**config.mk**
```make
export PLATFORM = sky130hd
export DESIGN_NAME = frequency_calculator_flat
export DESIGN_NICKNAME = d
export VERILOG_FILES = /design/src/rtl/frequency_calculator_if.sv /design/src/rtl/frequency_calculator.sv /design/src/flat_wrapper.sv
export SDC_FILE = /design/constraint.sdc
export NUM_CORES = 1
export LEC_CHECK = 0
export BUFFER_PORTS_ARGS = -buffer_cell sky130_fd_sc_hd__buf_2
export CORE_UTILIZATION = 40
export DETAILED_ROUTE_END_ITERATION = 8
export GPL_ROUTABILITY_DRIVEN = 0
export SETUP_SLACK_MARGIN = 0.4
export SYNTH_ARGS = -nofsm -noshare
export SYNTH_HDL_FRONTEND = slang
export SYNTH_SLANG_ARGS = --single-unit
```
**constraint.sdc**
```tcl
create_clock -name clk_i -period 4.6 [get_ports clk_i]
set_input_delay 0.46 -clock clk_i [delete_from_list [all_inputs] [get_ports clk_i]]
set_output_delay 0.46 -clock clk_i [all_outputs]
set_load 0.02 [all_outputs]
```
**src/rtl/frequency_calculator_if.sv**
```systemverilog
// Handshake and result bus between period_counter, frequency_calculator and the display stage.
// The master drives periods and reads results; the slave (the calculator) does the reverse.
interface frequency_calculator_if;
    logic [31:0] period_count_i;
    logic        period_valid_i;
    logic [13:0] mantissa_o;
    logic [3:0]  exponent_o;
    logic        err_o;
    logic        busy_o;
    logic        done_o;

    modport master (
        output period_count_i,
        output period_valid_i,
        input  mantissa_o,
        input  exponent_o,
        input  err_o,
        input  busy_o,
        input  done_o
    );

    modport slave (
        input  period_count_i,
        input  period_valid_i,
        output mantissa_o,
        output exponent_o,
        output err_o,
        output busy_o,
        output done_o
    );
endinterface

```
**src/rtl/frequency_calculator.sv**
```systemverilog
// Converts a period in clock cycles to mantissa x 10^exponent millihertz using a restoring divider.
// Define FREQ_CALC_ROUND_EN to round each divide-by-10 normalization pass instead of truncating.
module frequency_calculator #(
    parameter longint unsigned CLK_FREQ_HZ = 64'd100_000_000,
    parameter int unsigned     DIV_W       = 48
) (
    input  logic                 clk_i,
    input  logic                 reset_i,
    frequency_calculator_if.slave bus
);
    localparam longint unsigned   DIVIDEND_FULL = CLK_FREQ_HZ * 64'd1000;
    localparam logic [DIV_W-1:0]  DIVIDEND      = DIV_W'(DIVIDEND_FULL);
    localparam int unsigned       CNT_W         = $clog2(DIV_W + 1);
    localparam logic [CNT_W-1:0]  LAST_STEP     = CNT_W'(DIV_W - 1);
    localparam logic [DIV_W-1:0]  MANT_LIMIT    = DIV_W'(10000);
    localparam logic [DIV_W-1:0]  TEN           = DIV_W'(10);

    typedef enum logic [1:0] {IDLE, DIVIDE, CHECK, DONE} state_t;

    state_t           state_q, state_d;
    logic [DIV_W-1:0] quo_q, quo_d;
    logic [DIV_W-1:0] rem_q, rem_d;
    logic [DIV_W-1:0] divisor_q, divisor_d;
    logic [CNT_W-1:0] step_q, step_d;
    logic [3:0]       exp_q, exp_d;
    logic [13:0]      mantissa_q, mantissa_d;
    logic [3:0]       exponent_q, exponent_d;
    logic             err_q, err_d;

    logic [DIV_W:0]   shifted;
    logic [DIV_W-1:0] diff;
    logic             subOk;
    logic             roundUp;
    logic [DIV_W-1:0] quoAdj;

    assign shifted = {rem_q, quo_q[DIV_W-1]};
    assign subOk   = shifted >= {1'b0, divisor_q};
    assign diff    = shifted[DIV_W-1:0] - divisor_q;

    // Only divide-by-10 passes (exponent already non-zero) may round; the first pass always truncates.
`ifdef FREQ_CALC_ROUND_EN
    assign roundUp = (exp_q != 4'd0) && (rem_q >= DIV_W'(5));
`else
    assign roundUp = 1'b0;
`endif
    assign quoAdj = quo_q + {{(DIV_W-1){1'b0}}, roundUp};

    always_ff @(posedge clk_i or posedge reset_i) begin
        if (reset_i) begin
            state_q    <= IDLE;
            quo_q      <= '0;
            rem_q      <= '0;
            divisor_q  <= '0;
            step_q     <= '0;
            exp_q      <= '0;
            mantissa_q <= '0;
            exponent_q <= '0;
            err_q      <= 1'b0;
        end else begin
            state_q    <= state_d;
            quo_q      <= quo_d;
            rem_q      <= rem_d;
            divisor_q  <= divisor_d;
            step_q     <= step_d;
            exp_q      <= exp_d;
            mantissa_q <= mantissa_d;
            exponent_q <= exponent_d;
            err_q      <= err_d;
        end
    end

    always_comb begin
        state_d    = state_q;
        quo_d      = quo_q;
        rem_d      = rem_q;
        divisor_d  = divisor_q;
        step_d     = step_q;
        exp_d      = exp_q;
        mantissa_d = mantissa_q;
        exponent_d = exponent_q;
        err_d      = err_q;
        unique case (state_q)
            IDLE: begin
                if (bus.period_valid_i) begin
                    if (bus.period_count_i == 32'd0) begin
                        err_d      = 1'b1;
                        mantissa_d = '0;
                        exponent_d = '0;
                        state_d    = DONE;
                    end else begin
                        quo_d     = DIVIDEND;
                        rem_d     = '0;
                        divisor_d = {{(DIV_W-32){1'b0}}, bus.period_count_i};
                        exp_d     = '0;
                        step_d    = '0;
                        state_d   = DIVIDE;
                    end
                end
            end
            DIVIDE: begin
                quo_d  = {quo_q[DIV_W-2:0], subOk};
                rem_d  = subOk ? diff : shifted[DIV_W-1:0];
                step_d = step_q + CNT_W'(1);
                if (step_q == LAST_STEP) begin
                    state_d = CHECK;
                end
            end
            CHECK: begin
                // Too many digits: divide again by ten and bump the exponent.
                if (quoAdj >= MANT_LIMIT) begin
                    quo_d     = quoAdj;
                    rem_d     = '0;
                    divisor_d = TEN;
                    exp_d     = exp_q + 4'd1;
                    step_d    = '0;
                    state_d   = DIVIDE;
                end else begin
                    mantissa_d = quoAdj[13:0];
                    exponent_d = exp_q;
                    err_d      = 1'b0;
                    state_d    = DONE;
                end
            end
            DONE: begin
                state_d = IDLE;
            end
            default: begin
                state_d = IDLE;
            end
        endcase
    end

    assign bus.mantissa_o = mantissa_q;
    assign bus.exponent_o = exponent_q;
    assign bus.err_o      = err_q;
    assign bus.busy_o     = (state_q != IDLE);
    assign bus.done_o     = (state_q == DONE);
endmodule

```
**src/flat_wrapper.sv**
```systemverilog
// flat-port wrapper written by rule: the top's interface ports become plain ports
module frequency_calculator_flat 
#(
    parameter longint unsigned CLK_FREQ_HZ = 64'd100_000_000,
    parameter int unsigned     DIV_W       = 48
)
  (clk_i, reset_i, bus_period_count_i, bus_period_valid_i, bus_mantissa_o, bus_exponent_o, bus_err_o, bus_busy_o, bus_done_o);
  frequency_calculator_if bus_i ();
  input  logic clk_i;
  input  logic reset_i;
  input wire logic [$bits(bus_i.period_count_i)-1:0] bus_period_count_i;
  input wire logic [$bits(bus_i.period_valid_i)-1:0] bus_period_valid_i;
  output wire logic [$bits(bus_i.mantissa_o)-1:0] bus_mantissa_o;
  output wire logic [$bits(bus_i.exponent_o)-1:0] bus_exponent_o;
  output wire logic [$bits(bus_i.err_o)-1:0] bus_err_o;
  output wire logic [$bits(bus_i.busy_o)-1:0] bus_busy_o;
  output wire logic [$bits(bus_i.done_o)-1:0] bus_done_o;
  assign bus_i.period_count_i = bus_period_count_i;
  assign bus_i.period_valid_i = bus_period_valid_i;
  assign bus_mantissa_o = bus_i.mantissa_o;
  assign bus_exponent_o = bus_i.exponent_o;
  assign bus_err_o = bus_i.err_o;
  assign bus_busy_o = bus_i.busy_o;
  assign bus_done_o = bus_i.done_o;
  frequency_calculator #(.CLK_FREQ_HZ(CLK_FREQ_HZ), .DIV_W(DIV_W)) u_core (.clk_i(clk_i), .reset_i(reset_i), .bus(bus_i));
endmodule
```
Yosys cells after proc, flatten, opt, wreduce, memory -nomap -nowiden
Cells that the tools add are included.
- register bits after elaboration: 175
- latch bits: 0
- bits in writable memories: 0
- bits in read-only memories: 0
- bits of input ports: 35
- output and inout port bits: 21
- word-level logic and storage cells: 72
- memories kept: 0
- $add $sub $neg: 3
- multiply operators: 0
- divide/modulo/power cells: 0
- $lt $le $gt $ge: 2
- equal/unequal tests: 10
- shifts and indexed selects: 0
- mux-type cells: 37
- bitwise logic cells: 0
- reductions and logical operators: 11
- operators with widths (operator ; count):
    $mux 48 ; 9
    $pmux 48 s2 ; 2
    $pmux 48 s3 ; 1
    $ge 49x48->1 ; 1
    $ge 48x14->1 const B ; 1
    $sub 48x48->48 ; 1
    $mux 14 ; 3
    $logic_not 32->1 ; 1
    $pmux 14 s2 ; 1
    $mux 4 ; 6
    $mux 6 ; 3
    $pmux 6 s3 ; 1
    $pmux 4 s2 ; 2
    $reduce_and 4->1 ; 3
    $mux 2 ; 4
    $pmux 2 s4 ; 1
    $add 6x1->6 const B ; 1
    $eq 6x6->1 const B ; 1
    $ne 2x1->1 const B ; 3
    $ne 2x2->1 const B ; 3
    $reduce_bool 2->1 ; 3
    $add 4x1->4 const B ; 1
    $eq 2x2->1 const B ; 2
    $mux 1 ; 3
    6 further kinds ; 6

Logic depth before layout (Yosys ltp)
Gate-level depths: netlist (run 1).
- depth after elaboration: 4
- gate-level depth with buffers: 14
- mapped depth without buffers: 12

Worst setup path after synthesis (run 1)
OpenSTA, ideal clock, no wires.
- path type: register -> register
- start: reg u_core.rem_q[16]
- end: reg u_core.rem_q[45]
- data arrival time: 3.050 ns
- required time: 4.469 ns
- setup slack: 1.419 ns
- cell stages (with the launch flop): 12
- path buffers: 1
- period minus slack after synthesis: 3.181 ns
- cells stage by stage: dfrtp_1 -> ha_1 -> clkbuf_1 -> nand2_1 -> or4_1 -> or3b_1 -> a21o_1 -> nand2_1 -> o21a_1 -> nand4b_2 -> and3_1 -> or3_1
- word-level cells in the longest chain between the ends: 3
- elaborated cells on any way between the ends: 4
- those cells by class: add/sub: 1; order compare: 1; mux: 2
- ends and longest elaborated chain (item ; RTL line ; RTL):
    start, declared ; frequency_calculator.sv:22 ; logic [DIV_W-1:0] rem_q, rem_d;
    start signal, assigned ; frequency_calculator.sv:62 ; rem_q <= rem_d;
    $sub 48x48->48 / $ge 49x48->1 (equally long branches) ; frequency_calculator.sv:38, frequency_calculator.sv:37 ;
    $mux 48 (*) ; frequency_calculator.sv:102 ; rem_d = subOk ? diff : shifted[DIV_W-1:0];
    $pmux 48 s3 (*) ; frequency_calculator.sv:82 ; unique case (state_q)
Mark *: on every way between the ends. The rest lies on a longest branch, timed or not.
A chain may end at the register's enable or synchronous reset.

Worst setup path in the final report (run 1)
- start: reg u_core.rem_q[17]
- end: reg u_core.rem_q[45]
The elaborated chain is that of the path after synthesis.

==> results summary, run 1 <==
The flow ran to the end, and the final reports show no timing, DRC or antenna violations. The most numerous cell type found on the critical path is nand2_1. The post-detailed-route DRC marker count came out at 0. In the synthesized netlist, the cells that appear most often are 159 x dfrtp_1, 115 x nand2_1, 81 x o21ai_0. The worst setup path is launched from a flop. In this run the static leakage power is 4.548 nW. The routed layout has slightly above 7k vias. The cell row count came out at 54. The synthesized design devotes to its leading area cell type between 40% and 50% of total area. The first global-routing pass estimated ~37,000 um of wire.

In this run the post-CTS setup repair buffer count came out at 0. At the later pin of the worst-skew pair, clock insertion delay measures around 440 ps. The number of top-level design ports came out at 56. The peak per-stage delay on the critical path is just under 600 ps. The post-CTS resize count came out at 0. Dividing the detail-routed wire length by the instance count gives 16.96 um. The first routing iteration left 523 violations. The number of antenna violations at the first check in global routing came out at 0. The post-route minimum period is between 3000 and 4000 ps.

The longest clock path from root to sink contains 2 buffers. The CTS tree is yes. The cell area after synthesis came out at slightly below 9000 um2. The iteration count of the initial detailed-routing pass came out at 5. The H-tree depth is 4. The number of enable flip-flop cells after synthesis is 0.

Entering global routing, the biggest net connects 160 pins. The count of input and output buffers came out at 55. Measured along the x axis, the die boundary spans 151.0 um. The biggest area contributor in the post-synthesis netlist is dfrtp_1. The most used flip-flop cell after synthesis is dfrtp_1. The net count of the finished layout is ~1.1k. Yosys printed 0 warnings. The TritonCTS sink count came out at ~160. The setup skew after layout came out at 16.74 ps. The count of mapped cells out of synthesis came out at just under 1k.

Final hold analysis gives a worst-case slack of 224.5 ps. Ranked by total cell area, the synthesized netlist is headed by dfrtp_1 45%, a22o_1 5.3%, nand2_1 4.9%, ha_1 4.8%, o21ai_0 4.6%. The HPWL reported at the end of detailed placement came out at 15,120 um.

The required time of the critical path is roughly 4900 ps. Along the worst path, the maximum fanout reaches 13. At the end of the flow the core is filled with cells to 45.92%. The logic depth of the worst path, buffers included came out at 11. Max-cap violations in this run came to 0. The number of hold buffers added after cts is 0. The total core area came out at ~22,000 um2. The number of antenna diodes came out at 0.

The cell area power density came out at about 850 nW/um2. The worst slew margin relative to its limit came out at around a third. The routed design has between 20,000 and 25,000 um of wire. The die boundary height is between 150 and 200 um. The number of buffers added by the clock tree synthesis step came out at 17. The average instance in the mapped netlist occupies around 9.2 um2. The number of cells on the worst reg-to-reg path came out at 11. For the worst setup path, the data arrival time is around 3900 ps. The count of pins over their slew limit is 0.

The die covers approximately 23,000 um2. The remaining global-route overflow is 0. The worst hold-check path type is in -> async. The post-synthesis sequential area ratio is 44.79%. The final hold violation count is 0. The via count of the first global-routing pass is between 7k and 8k. The slew at the pin closest to its max-slew limit came out at around 1000 ps. The total of fill cells in the finished design came out at around 2.1k.

Leaving out filler cells and counting taps, the final layout contains 1,289. The starting density of the core came out at approximately two fifths. Setup repair after global routing left no endpoint under its margin. In the post-synthesis netlist, the cell with the most instances is dfrtp_1. The share of flip-flops with an asynchronous set or reset came out at between 90% and 100%. The synthesized net count is 1,034. The critical path class is reg -> reg.

In this run, placement finished with an instance count of around 1.3k. Grouping stages by cell kind, the critical path spends the most delay in simple AND/OR/NAND/NOR gates. The overall fraction of global-route tracks in use came out at approximately a fifth. Setup violations remaining at the end of the flow were counted as 0.

The maximum vdd ir drop is between 0.3 and 0.4 mV. On the critical path, the stage with the largest delay is an instance of or4_1. The number of different library cells used by synthesis comes to 62. The layout overhead on the synthesized area came out at 12.82%. The share of the cycle needed by the critical path after routing is 78.50%.

The critical path goes through ha_1 > nand2_1 > or4_1 > or3b_1 > a21o_1 > nand2_1 > o21a_1 > buf_4 > nand4b_2 > and3_1 > or3_1. The total of flip-flops plus latches after synthesis is about 160. Counting both buffers and inverters, the worst setup path holds a total of 1.

The tree is rooted in a clkbuf_16. The detail route stage leaves a number of antenna-violating nets equal to 0. The layout cell share with drive strength beyond 1 came out at 11.40%.

The clock-pin transition on the worst setup and hold timing paths is ~70 ps. STA classifies the critical path endpoint as a flop. In the routed layout, each cell is associated on average with a via count of 5.638. Derived from the worst setup path, the maximum achievable clock frequency is approximately 280 MHz. The accumulated negative setup slack came out at 0 ps.
tightest hold or removal path, delay by kind of cell:
family	cells	cell delay, ps
buf+inv	3	720
registers in the layout, summed over array words and instances (netlist names):
register               cells
u_core.bus.exponent_o      4
u_core.bus.err_o           1
u_core.divisor_q          32
u_core.rem_q              48
u_core.bus.mantissa_o     14
u_core.state_q             2
u_core.step_q              6
u_core.quo_q              48
u_core.exp_q               4
routing by layer:
metal  track usage (%)  share of wire, %
met5                 0                 0
met4             6.300               1.8
met3             3.494               3.4
met2             30.92                44
met1             30.45                51
power breakdown:
part	switching, mW	internal (mW)	total [mW]	leakage (nW)
Clock	0.673	0.830	1.50	0.297
Combinational	2.56	1.90	4.46	2.31
Sequential	0.528	2.05	2.58	1.94
Total	3.76	4.78	8.54	4.55
metrics by stage:
stage	total power [mW]	cell area [um2]	worst slack [ps]
6_report	8.539	10020	989.1
5_1_grt	9.355	10020	744.2
4_1_cts	8.542	10020	1015
3_5_place_dp	7.023	9405	1013
3_3_place_gp	6.962	9405	1086
2_1_floorplan	5.982	8887	1419
kinds of logic after synthesis:
family	count (synthesis)	synth area share, %
simple gates	327	18.49
xor+xnor	43	4.239
mux	15	1.690
flops	159	44.79
compound gates	290	21.41
fa+ha+maj	35	5.014
buf+inv	95	4.366
final cells by class:
cell class / count / area (um2) / area share, %
Tap cell: 280 / 350.3 / 3.496
Clock buffer: 17 / 425.4 / 4.245
Multi-Input combinational cell: 710 / 4541 / 45.31
Clock inverter: 15 / 191.4 / 1.910
Inverter: 41 / 157.7 / 1.573
Sequential cell: 159 / 3979 / 39.70
Timing Repair Buffer: 67 / 377.9 / 3.770
cells in the final DEF, fill, tap and decap left out, drive strengths merged, types with 2 or more instances in the layout:
cell,count
dfrtp,159
nand2,115
o21ai,111
buf,67
a22o,54
a21oi,51
inv,48
nor2,43
nand2b,41
ha,34
nor4,30
nand3,22
xnor2,22
xor2,21
nor3,19
nand4,18
clkbuf,17
mux2i,15
o22a,15
a21o,13
or3,12
o31ai,9
nor2b,7
a32oi,6
or4,6
o211ai,5
o21bai,5
o21a,4
and3,4
a211o,3
clkinvlp,3
or2,3
clkinv,3
a221o,2
and2,2
bufinv,2
nand4b,2
final timing paths:
kind	slack [ps]	end	from
hold reg to reg	480	u_core.divisor_q[2]	u_core.divisor_q[2]
min in group clk_i	280	u_core.divisor_q[5]	bus_period_count_i[5]
setup reg to reg	990	u_core.rem_q[45]	u_core.rem_q[17]
max in group asynchronous	3700	u_core.rem_q[44]	reset_i
setup / recovery	990	u_core.rem_q[45]	u_core.rem_q[17]
hold / removal	220	u_core.divisor_q[12]	reset_i
No activity file was read; power rests on OpenSTA's default activity.
==> run 2: changes to the inputs <==
==> constraint.sdc (replaced) <==
create_clock -name clk_i -period 3.02 [get_ports clk_i]
set_input_delay 0.302 -clock clk_i [delete_from_list [all_inputs] [get_ports clk_i]]
set_output_delay 0.302 -clock clk_i [all_outputs]
set_load 0.02 [all_outputs]
==> run 2 against run 1 <==
Net effect:
- the run now ends with setup timing left
- routed wire length is 6.3% higher
- worst hold slack got worse by 150 ps
- register-to-register slack worse by 1000 ps
- critical path type unchanged
- critical endpoint is now u_core.rem_q[42]
- largest cell class unchanged
==> results summary, run 2 (synthesis results as in run 1) <==
The TritonCTS sink count is between 150 and 200. The via count of the first global-routing pass came out at 7,333. The clock power share is roughly 15%.

The H-tree depth came out at 4. The number of top-level design ports came out at 56. The net switching component of the power is between 6 and 7 mW. The final reports fail on setup timing.

The clock-pin transition on the worst setup and hold timing paths is approximately 80 ps. The sequential cell area in the final layout is about 4000 um2. The launching element type of the critical path is a flop. The starting density of the core came out at roughly two fifths. Measured against its own limit, the worst slew margin works out to between 40% and 50%. For this design the static power due to leakage is around 5.1 nW. The worst hold path belongs to the class in -> async. The total die area came out at 22,810 um2.

The maximum fanout count along the critical path came out at 6. The flow ran to the end, but the final reports show violations. The critical path class is reg -> reg. The worst path setup slack after routing is -21.59 ps. The number of antenna violations at the first check in global routing is 0.

The setup check on the worst reg-to-reg path leaves a slack of -20 ps. The per-cell via count in the routed design came out at 5.480. The number of antenna diodes is 0. The HPWL reported at the end of detailed placement is around 16,000 um. The maximum vdd ir drop is between 0.5 and 0.6 mV.

The number of nets in the layout is between 1k and 1.5k. Registers are responsible for between 20% and 30% of the overall power. The commonest non-fill, non-tap cell in the layout is dfrtp_1.

The average wire per standard cell came out at 16.86 um. Port buffering added 55 buffers. The slew at the pin closest to its max-slew limit is 842.5 ps. In the global route stage, overall resource usage came out at between 20% and 30%. The library cells used most frequently in the layout, excluding fill and tap cells, are 159 x dfrtp_1, 113 x nand2_1, 81 x buf_4, 66 x o21ai_0, 55 x buf_2. The detailed-route wire length came out at 23,240 um.

The total vias in the final route came out at between 7k and 8k. The share of total power dissipated in combinational logic is around 58%. For this run the aggregate overflow at the end of global routing stands at 0. The die boundary width came out at around 150 um.

The tree is rooted in a clkbuf_16. The total of fill cells in the finished design is approximately 2.0k. The non-filler instance count after layout came out at approximately 1.4k. The cell row count came out at between 50 and 60. The post-detailed-route DRC marker count came out at 0. The overall power consumption came out at around 15 mW. The core region is roughly 22,000 um2.

The iteration count of the initial detailed-routing pass is 5. The maximum number of pins on one net before global-route repair came out at between 150 and 200. At the worst endpoint, the required time is approximately 3300 ps. The largest registers in the layout are u_core.quo_q x48, u_core.rem_q x48, u_core.divisor_q x32. The worst-case clock buffer depth is 2. The number of cells in the design after placement came out at approximately 1.3k. The count of pins over their slew limit came out at 0. The tool flagged a number of max-cap violations equal to 0. The number of buffers added by the clock tree synthesis step is 17. Net switching is a little over two fifths of the power. The share of the cycle needed by the critical path after routing came out at 100.7%. The fmax is 328.8 MHz.

The cell area power density is 1306 nW/um2. The first-pass GRT wire length came out at 38,610 um. The area occupied by multi-input gates is around 5000 um2. Relative to the synthesized area, the layout overhead comes to 26.31%.

At the later pin of the worst-skew pair, clock insertion delay measures approximately 450 ps. The setup skew after layout came out at between 20 and 25 ps. The count of nets left with antenna violations once routing finished came out at 0. STA puts the critical path data arrival time at around 3400 ps. The number of setup violations in the final report came out at 3. The final hold violation count came to 0. TritonCTS built the clock tree. The die boundary height came out at between 150 and 200 um. The layout cell share with drive strength beyond 1 came out at about a quarter.

The cell-internal power is slightly above 8 mW. The number of DRC violations after detailed-routing iteration 0 is around 460. The post-route minimum period is 3042 ps. The worst setup path is captured at a flop.

Setup repair after global routing could not meet its margin everywhere.
run 2: cell count changes in the layout (fill, tap and decap cells not counted), moves of 7 or more:
cell     previous run  this run
nor4_1             29        21
buf_6               0         8
o21ai_0            81        66
a21oi_2             0         8
a21oi_1            50        42
o21ai_1            28        35
buf_4              11        81
run 2: critical path, cell delays in order, from the launching register on:
cell	delay, ps
dfrtp_1	380
or4_4	550
or3_4	370
nor4_4	250
o21ai_2	110
or4_4	450
o21ai_4	210
buf_12	160
buf_8	120
nor4_2	50
xnor2_1	180
o21ai_1	70
run 2: cell type report:
type | instances | share of cell area [%]
repair buffers | 156 | 10.59
inverters | 41 | 1.405
clock inverters | 15 | 1.751
well taps | 280 | 3.122
clock buffers | 17 | 3.791
flip-flops and latches | 159 | 35.46
multi-input cells | 710 | 43.88
run 2: through the flow:
step / setup WS [ps] / TNS [ps] / area, um2 / util [%] / hold slack [ps]
after global routing: -129.6 / -1759 / 11220 / 51.42 / 111.9
after CTS: 33.00 / 0 / 10890 / 49.89 / 99.56
after floorplan: 119.0 / 0 / 9030 / - / 441.4
after global placement: 34.75 / 0 / 10100 / 46.26 / 463.2
after detailed placement: -7.309 / -7.309 / 10100 / 46.26 / 470.1
final: -21.59 / -26.35 / 11220 / 51.42 / 72.25
run 2: layer usage:
layer,up-vias,part of all wire [%],GRT usage [%]
met5,-,0,0
met4,0,1.7,6.750
met3,28,3.3,2.922
met2,147,44,32.52
met1,3652,51,32.43
li1,3724,-,-
run 2: what timing repair did:
item,CTS,global route
endpoints found under the setup margin,49,66
hold buffers,0,0
buffers inserted,2,15
gates resized for setup,32,45
pin swaps,8,30
run 2: final timing paths:
| check | from | endpoint | depth (start not counted) |
|---|---|---|---|
| setup / recovery | u_core.rem_q[41] | u_core.rem_q[42] | 11 |
| hold / removal | reset_i | u_core.divisor_q[8] | 3 |
| setup reg to reg | u_core.rem_q[41] | u_core.rem_q[42] | 11 |
| hold reg to reg | u_core.divisor_q[9] | u_core.divisor_q[9] | 2 |
| max in group asynchronous | reset_i | u_core.rem_q[28] | 3 |
| min in group clk_i | bus_period_count_i[0] | u_core.divisor_q[0] | 3 |
run 2: power groups by stage:
stage / clock network, mW / registers [mW] / logic (mW)
floorplan: 0 / 3.71 / 5.65
global placement: 0 / 3.86 / 7.89
detailed placement: 0 / 3.87 / 7.96
CTS: 2.30 / 3.86 / 8.16
global route: 2.38 / 4.01 / 9.51
finish: 2.25 / 3.88 / 8.53
